$ cat src/rtl/seg_scan_pkg.sv
// Shared constants and polarity helpers for the multiplexed LED scanner.
package seg_scan_pkg;
   localparam int N_DIGITS = 7;

   typedef logic [2:0] slot_t;

   localparam slot_t LAST_SLOT = slot_t'(N_DIGITS - 1);

   // Convert "bit set = lit/selected" into the physical drive level.
   function automatic logic [7:0] seg_pol(input logic [7:0] lit, input bit active_low);
      return active_low ? ~lit : lit;
   endfunction

   function automatic logic [N_DIGITS-1:0] an_pol(input logic [N_DIGITS-1:0] sel, input bit active_low);
      return active_low ? ~sel : sel;
   endfunction

   function automatic logic [7:0] seg_off(input bit active_low);
      return seg_pol(8'h00, active_low);
   endfunction

   function automatic logic [N_DIGITS-1:0] an_off(input bit active_low);
      return an_pol('0, active_low);
   endfunction
endpackage

$ cat src/rtl/seg_scan_timer.sv
// Dwell counter, digit slot sequencer and frame-start strobe generation.
module scan_timer
   import seg_scan_pkg::*;
#(
   parameter int DIG_LOG2 = 10
) (
   input  logic                clk,
   input  logic                rst,
   output logic [DIG_LOG2-1:0] cnt,
   output slot_t               slot,
   output logic                load,
   output logic                frame_o
);
   logic first_q;

   // The cycle right after reset release is held at cnt=0 so the reloaded
   // first frame has the same alignment as every later frame.
   assign load = first_q | ((&cnt) && (slot == LAST_SLOT));

   always_ff @(posedge clk) begin
      if (rst) begin
         cnt     <= '0;
         slot    <= '0;
         first_q <= 1'b1;
         frame_o <= 1'b0;
      end else begin
         first_q <= 1'b0;
         frame_o <= load;
         if (!first_q) begin
            cnt <= cnt + 1'b1;
            if (&cnt)
               slot <= (slot == LAST_SLOT) ? slot_t'(0) : slot + slot_t'(1);
         end
      end
   end
endmodule

$ cat src/rtl/seg_scan.sv
// Seven-digit LED scanner: frame-latched buffer, ghost blanking, PWM brightness
// and alarm flashing on top of the shared scan timer.
module seg_scan
   import seg_scan_pkg::*;
#(
   parameter int DIG_LOG2     = 10,
   parameter int BLANK_CYC    = 4,
   parameter int BLINK_FRAMES = 64,
   parameter int ACTIVE_LOW   = 1
) (
   input  logic                clk,
   input  logic                rst,
   input  logic [47:0]         disp_i,
   input  logic [7:0]          mode_i,
   input  logic                alm_i,
   input  logic [2:0]          bright_i,
   output logic [7:0]          seg_o,
   output logic [N_DIGITS-1:0] an_o,
   output logic                frame_o
);
   localparam bit AL = (ACTIVE_LOW != 0);
   localparam logic [7:0]          SEG_OFF = seg_off(AL);
   localparam logic [N_DIGITS-1:0] AN_OFF  = an_off(AL);
   localparam int BW = (BLINK_FRAMES > 1) ? $clog2(BLINK_FRAMES) : 1;

   logic [DIG_LOG2-1:0]          cnt;
   slot_t                        slot;
   logic                         load;
   logic [N_DIGITS-1:0][7:0]     fbuf;
   logic [BW-1:0]                bcnt;
   logic                         phase;
   logic                         en;
   logic [N_DIGITS-1:0]          sel;

   scan_timer #(.DIG_LOG2(DIG_LOG2)) u_timer (
      .clk     (clk),
      .rst     (rst),
      .cnt     (cnt),
      .slot    (slot),
      .load    (load),
      .frame_o (frame_o)
   );

   always_ff @(posedge clk) begin
      if (rst)
         fbuf <= '0;
      else if (load)
         fbuf <= {mode_i, disp_i};
   end

   // Flash phase runs regardless of alm_i so re-arming needs no alignment.
   always_ff @(posedge clk) begin
      if (rst) begin
         bcnt  <= '0;
         phase <= 1'b0;
      end else if (frame_o) begin
         if (bcnt == BW'(BLINK_FRAMES - 1)) begin
            bcnt  <= '0;
            phase <= ~phase;
         end else begin
            bcnt <= bcnt + 1'b1;
         end
      end
   end

   assign en  = (cnt >= DIG_LOG2'(BLANK_CYC)) &&
                (cnt[DIG_LOG2-1 -: 3] <= bright_i) &&
                !(alm_i && phase);
   assign sel = N_DIGITS'(1) << slot;

   always_ff @(posedge clk) begin
      if (rst || !en) begin
         seg_o <= SEG_OFF;
         an_o  <= AN_OFF;
      end else begin
         seg_o <= seg_pol(fbuf[slot], AL);
         an_o  <= an_pol(sel, AL);
      end
   end
endmodule
$ cat config.mk
export PLATFORM = sky130hd
export DESIGN_NAME = seg_scan
export DESIGN_NICKNAME = d
export VERILOG_FILES = /design/src/rtl/seg_scan_pkg.sv /design/src/rtl/seg_scan_timer.sv /design/src/rtl/seg_scan.sv
export SDC_FILE = /design/constraint.sdc
export NUM_CORES = 1
export LEC_CHECK = 0
export BUFFER_PORTS_ARGS = -buffer_cell sky130_fd_sc_hd__buf_2
export CORE_UTILIZATION = 25
export DETAILED_ROUTE_END_ITERATION = 10
export GPL_TIMING_DRIVEN = 0
export PLACE_DENSITY = 0.49
export SLEW_MARGIN = 10
export SYNTH_ARGS = -nofsm -noshare
export SYNTH_HDL_FRONTEND = slang
export SYNTH_SLANG_ARGS = --single-unit
$ cat constraint.sdc
create_clock -name clk -period 2.1 [get_ports clk]
set_input_delay 0.21 -clock clk [delete_from_list [all_inputs] [get_ports clk]]
set_output_delay 0.21 -clock clk [all_outputs]
set_load 0.01 [all_outputs]
=== Word level (Yosys, flattened, before mapping) ===
Index checks and enable logic that the tools add are counted.

* Flip-flop bits (word level): 93
* Output and inout bits: 16

* Add/subtract/negate cells: 3
* Order comparisons: 3
* Eq/ne operators: 2
* Shift operators: 1
* Multiplexer cells: 5
* Bitwise operators: 5
* Reductions and logical operators: 10

{| class="wikitable"
|+ Operators by type and width
! kind !! number
|-
| $bmux W8 S3 || 1
|-
| $reduce_and A11 Y1 || 1
|-
| $add A10 B1 Y10 const B || 1
|-
| $ge A10 B3 Y1 const B || 1
|-
| $reduce_and A10 Y1 || 1
|-
| $mux W8 || 1
|-
| $not A8 Y8 || 1
|-
| $not A7 Y7 || 1
|-
| $shl A1 B3 Y7 const A || 1
|-
| $add A6 B1 Y6 const B || 1
|-
| $eq A6 B6 Y1 const B || 1
|-
| $mux W6 || 1
|-
| $logic_and A1 B1 Y1 || 4
|-
| $lt A3 B4 Y1 const B || 1
|-
| $add A3 B1 Y3 const B || 1
|-
| $eq A3 B3 Y1 const B || 1
|-
| $le A3 B3 Y1 || 1
|-
| $mux W3 || 1
|-
| $logic_not A1 Y1 || 2
|-
| $not A1 Y1 || 2
|-
| $reduce_and A2 Y1 || 1
|-
| $logic_or A1 B1 Y1 || 1
|-
| $mux W1 || 1
|-
| $or A1 B1 Y1 || 1
|}

=== Depth between registers and ports, before layout ===
* Word-level depth: 5
* Mapped depth: 7

=== By module ===
A second synthesis with hierarchy kept.

* Cells, all modules: 390
* Area total of the unflattened synthesis: 3,918.8 sq um

{| class="wikitable"
|+ By module, submodules not included
! module !! times used !! cells an instance !! area each (sq um) !! sequential area each (sq um)
|-
| seg_scan || 1 || 317 || 3,219.3 || 1,561.5
|-
| scan_timer || 1 || 73 || 699.4 || 300.3
|}

=== Worst setup path before layout ===
No wires, ideal clock.

* Path kind: register to register
* Start: register u_timer.cnt[8]
* End: register an_o[4]
* Arrival: 1.532 ns
* Setup slack: 0.434 ns
* Stages on the path, launching flop included: 5
* Clock period less this slack: 1.666 ns
* Path through: dfxtp_1 -> ha_1 -> a211o_1 -> a21oi_2 -> or4b_1

* Cells in the longest elaborated chain, start to end: 5
* Elaborated cells between the ends (all ways): 6

{| class="wikitable"
|+ Ends and longest elaborated chain
! element !! line !! text
|-
| start, declared || seg_scan_timer.sv:9 || <nowiki>output logic [DIG_LOG2-1:0] cnt,</nowiki>
|-
| start signal, assigned || seg_scan_timer.sv:30 || <nowiki>cnt <= cnt + 1'b1;</nowiki>
|-
| $ge A10 B3 Y1 / $le A3 B3 Y1 (equally long branches) || seg_scan.sv:66, seg_scan.sv:67 ||
|-
| $logic_and A1 B1 Y1 * || seg_scan.sv:66 || <nowiki>assign en = (cnt >= DIG_LOG2'(BLANK_CYC)) &&</nowiki>
|-
| $logic_and A1 B1 Y1 * || seg_scan.sv:67 || <nowiki>(cnt[DIG_LOG2-1 -: 3] <= bright_i) &&</nowiki>
|-
| $logic_not A1 Y1 * || seg_scan.sv:72 || <nowiki>if (rst || !en) begin</nowiki>
|-
| $logic_or A1 B1 Y1 * || seg_scan.sv:72 ||
|-
| end signal, assigned || seg_scan.sv:77 || <nowiki>an_o <= an_pol(sel, AL);</nowiki>
|-
| end, declared || seg_scan.sv:18 || <nowiki>output logic [N_DIGITS-1:0] an_o,</nowiki>
|}

Every way passes the cells marked *; elsewhere a longest branch is shown, timed or not.
A chain may end at the register's enable or synchronous reset.

=== Worst setup path in the final report ===
Ends and elaborated chain as after synthesis.

==> flow_metrics.env <==
export IMPL_yosysMostFrequentCell="nand2_1"
export IMPL_gp_congestion=0.765
export IMPL_drtPass1Iterations=9
export IMPL_ys_seq_elements=93
export IMPL_status="finished with violations"
export IMPL_final_area_um2=4680
export IMPL_yosys_warnings=0
export IMPL_clk_latency_ns=0.34
export IMPL_multi_input_area_um2=1760
export IMPL_syn_area_per_cell_um2=8.42
export IMPL_final_layout_size_suffix_gt1_frac=0.197
export IMPL_cp_start_kind="register"
export IMPL_finalNetCount=609
export IMPL_area_growth_pct=23.0
export IMPL_yosysSeqAreaShare=0.489
export IMPL_relSlewSlack=0.580
export IMPL_dpl_hpwl_um=7860
export IMPL_p_total_mw=3.62
export IMPL_cts_buffer_depth=2
export IMPL_hold_slack_ns=0.0806
export IMPL_dr_first_iter_drc_count=187
export IMPL_vias=3281
export IMPL_setup_tns_ns=0
export IMPL_root_buffer="clkbuf_16"
export IMPL_cts_tree="built"
export IMPL_start_util=0.259
export IMPL_crit_type="register to register"
export IMPL_ant_nets=0
export IMPL_grt_pass1_vias=3186
export IMPL_fmax_mhz=522
export IMPL_critPathCaptureType="register"
export IMPL_r2r_cells=4
export IMPL_synth_top_family_by_area="simple AND/OR/NAND/NOR gates"
export IMPL_rsz0062_at_grt="no"
export IMPL_rr_startpoint="u_timer.cnt[8]$_SDFFE_PP0N_"
export IMPL_place_area_um2=4420
export IMPL_synth_fp_nets=521
export IMPL_postSynth_asyncResetShare=0
export IMPL_critPathMaxFanout=6
export IMPL_io_pins=78
export IMPL_grt_max_degree=14
export IMPL_fin_skew_ns=0.00483
export IMPL_hold_path_class="input pin to register"
export IMPL_row_count=44
export IMPL_grt_pass1_wl_um=16500
export IMPL_totalWireLength_um=10300
export IMPL_vdd_drop_max_mv=0.398
export IMPL_fin_crit_ns=1.91
export IMPL_min_from="rst"
export IMPL_yosysTopAreaCell="dfxtp_1"
export IMPL_viasPerCell=4.51
export IMPL_setup_viol=0
export IMPL_core_area_um2=14700
export IMPL_min_delay_worst_endpoint="u_timer.first_q$_DFF_P_"
export IMPL_die_w_um=125
export IMPL_fp_dieArea_um2=15700
export IMPL_hold_buffers=0
export IMPL_h_tree_depth=3
export IMPL_finalHoldViolations=0
export IMPL_maxCapViolations=0
export IMPL_cp_required_ns=2.30
export IMPL_leakage_nw=1.83
export IMPL_cts_resized=0
export IMPL_final_max_slew_viol_count=0
export IMPL_die_y_um=125
export IMPL_yosys_most_used_dff="dfxtp_1"
export IMPL_synth_xor_area_frac=0.0345
export IMPL_clkTransAtPathRegs_ns=0.06
export IMPL_worst_pin_slew_ns=0.630
export IMPL_syn_inst=452
export IMPL_wl_per_cell_um=14.2
export IMPL_port_buffers=77
export IMPL_synth_area_leaders="dfxtp_1 49%, nand2_1 12%, a21oi_1 8.7%"
export IMPL_synthAdderAreaFrac=0.0230
export IMPL_overflow=0
export IMPL_clkSinkCount=93
export IMPL_synth_compound_area_frac=0.133
export IMPL_powerDensity_nw_per_um2=774
export IMPL_synth_top_area_frac=0.489
export IMPL_cp_arrival_ns=2.12
export IMPL_synth_simple_area_share=0.202
export IMPL_netlist_area_um2=3800
export IMPL_rrSetupSlack_ns=0.19
export IMPL_antenna_found_initial=0
export IMPL_hold_depth=1
export IMPL_yosysUniqueCellTypes=35
export IMPL_synth_edff_count=0
export IMPL_antenna_cells=0
export IMPL_finalCritPeriodShare=0.912
export IMPL_violations="DRC"
export IMPL_cts_setup_buffers=0
export IMPL_synth_mux_area_frac=0.0710
export IMPL_fillCellCount=1559
export IMPL_regArea_um2=1860
export IMPL_synth_commonest_cells="121 x nand2_1, 93 x dfxtp_1, 66 x a21oi_1"
export IMPL_grt_usage=0.137
export IMPL_cts_inserted_buffers=9
export IMPL_drc_errors=4
export IMPL_r2r_end="an_o[4]$_SDFF_PP1_"
[where the power goes]
group | switching [mW] | leakage [nW] | internal (mW)
clock network | 0.644 | 0.129 | 0.826
logic | 0.159 | 0.940 | 0.121
registers | 0.0385 | 0.762 | 1.83
total | 0.842 | 1.83 | 2.78
[worst max path at each step]
stage / end / cells after the start / start / slack (ns)
finish: an_o[4]$_SDFF_PP1_ / 4 / u_timer.cnt[8]$_SDFFE_PP0N_ / 0.19
global route: u_timer.slot[2]$_SDFFE_PP0P_ / 7 / u_timer.slot[1]$_SDFFE_PP0P_ / 0.1
CTS: an_o[4]$_SDFF_PP1_ / 4 / u_timer.cnt[8]$_SDFFE_PP0N_ / 0.19
detailed placement: an_o[4]$_SDFF_PP1_ / 4 / u_timer.cnt[8]$_SDFFE_PP0N_ / 0.20
global placement: an_o[4]$_SDFF_PP1_ / 4 / u_timer.cnt[8]$_SDFFE_PP0N_ / 0.21
floorplan: an_o[4]$_SDFF_PP1_ / 4 / u_timer.cnt[8]$_SDFFE_PP0N_ / 0.43
[per-stage QoR]
stage | util | worst slack (ns) | std cells
after global routing | 0.318 | 0.0970 | 728
after CTS | 0.318 | 0.188 | 728
final | 0.318 | 0.185 | 728
after global placement | 0.301 | 0.206 | 713
after floorplan | - | 0.434 | 452
after detailed placement | 0.301 | 0.198 | 713
[per-layer routing]
layer  track usage  share of wire  wire [um]  vias up
li1              -              -          -     1690
met1         0.178           0.46       4760     1498
met2         0.225           0.47       4860       83
met3        0.0265          0.055        571       10
met4        0.0495          0.015        150        0
met5             0              0          0        -
[placed cells by master (no fill, tap or decap), types with 6 or more instances in the layout]
master	synthesis	layout
xnor2_1	6	6
clkbuf_16	0	9
buf_4	6	6
o21ai_0	8	8
nand4_1	6	6
ha_1	7	7
nor2_1	23	23
clkbuf_1	15	18
dfxtp_1	93	93
mux2i_1	27	27
xor2_1	9	9
buf_2	8	85
nand2_1	121	121
a21oi_1	66	66
inv_1	7	7
nand3_1	14	14
a22oi_1	8	8
[flip-flops by register name (all words and copies together), names as in the netlist]
| register | cells |
|---|---|
| phase | 1 |
| bcnt | 6 |
| u_timer.first_q | 1 |
| u_timer.cnt | 10 |
| an_o | 7 |
| u_timer.slot | 3 |
| u_timer.frame_o | 1 |
| fbuf | 56 |
| seg_o | 8 |
[critical path: stages (launching register included)]
cell     delay [ns]
dfxtp_1        0.44
ha_1           0.29
a211o_1        0.27
a21oi_2        0.27
or4b_1         0.50
[cells by family (layout without fill, tap and decap cells)]
family / Yosys count / in the layout
AOI/OAI and AO/OA: 90 / 90
xor gates and xnor gates: 15 / 15
adders and majority gates: 7 / 7
buffers and inverters: 39 / 131
DFF: 93 / 93
muxes: 27 / 27
and+or+nand+nor: 181 / 181
[cell type report]
class / instances / area share
Multi-Input combinational cell: 320 / 0.377
Sequential cell: 93 / 0.398
Inverter: 7 / 0.00561
Clock buffer: 13 / 0.0535
Tap cell: 184 / 0.0492
Clock inverter: 2 / 0.00214
Timing Repair Buffer: 77 / 0.0823
Buffer: 32 / 0.0329
Power figures use the tool's default switching activity.
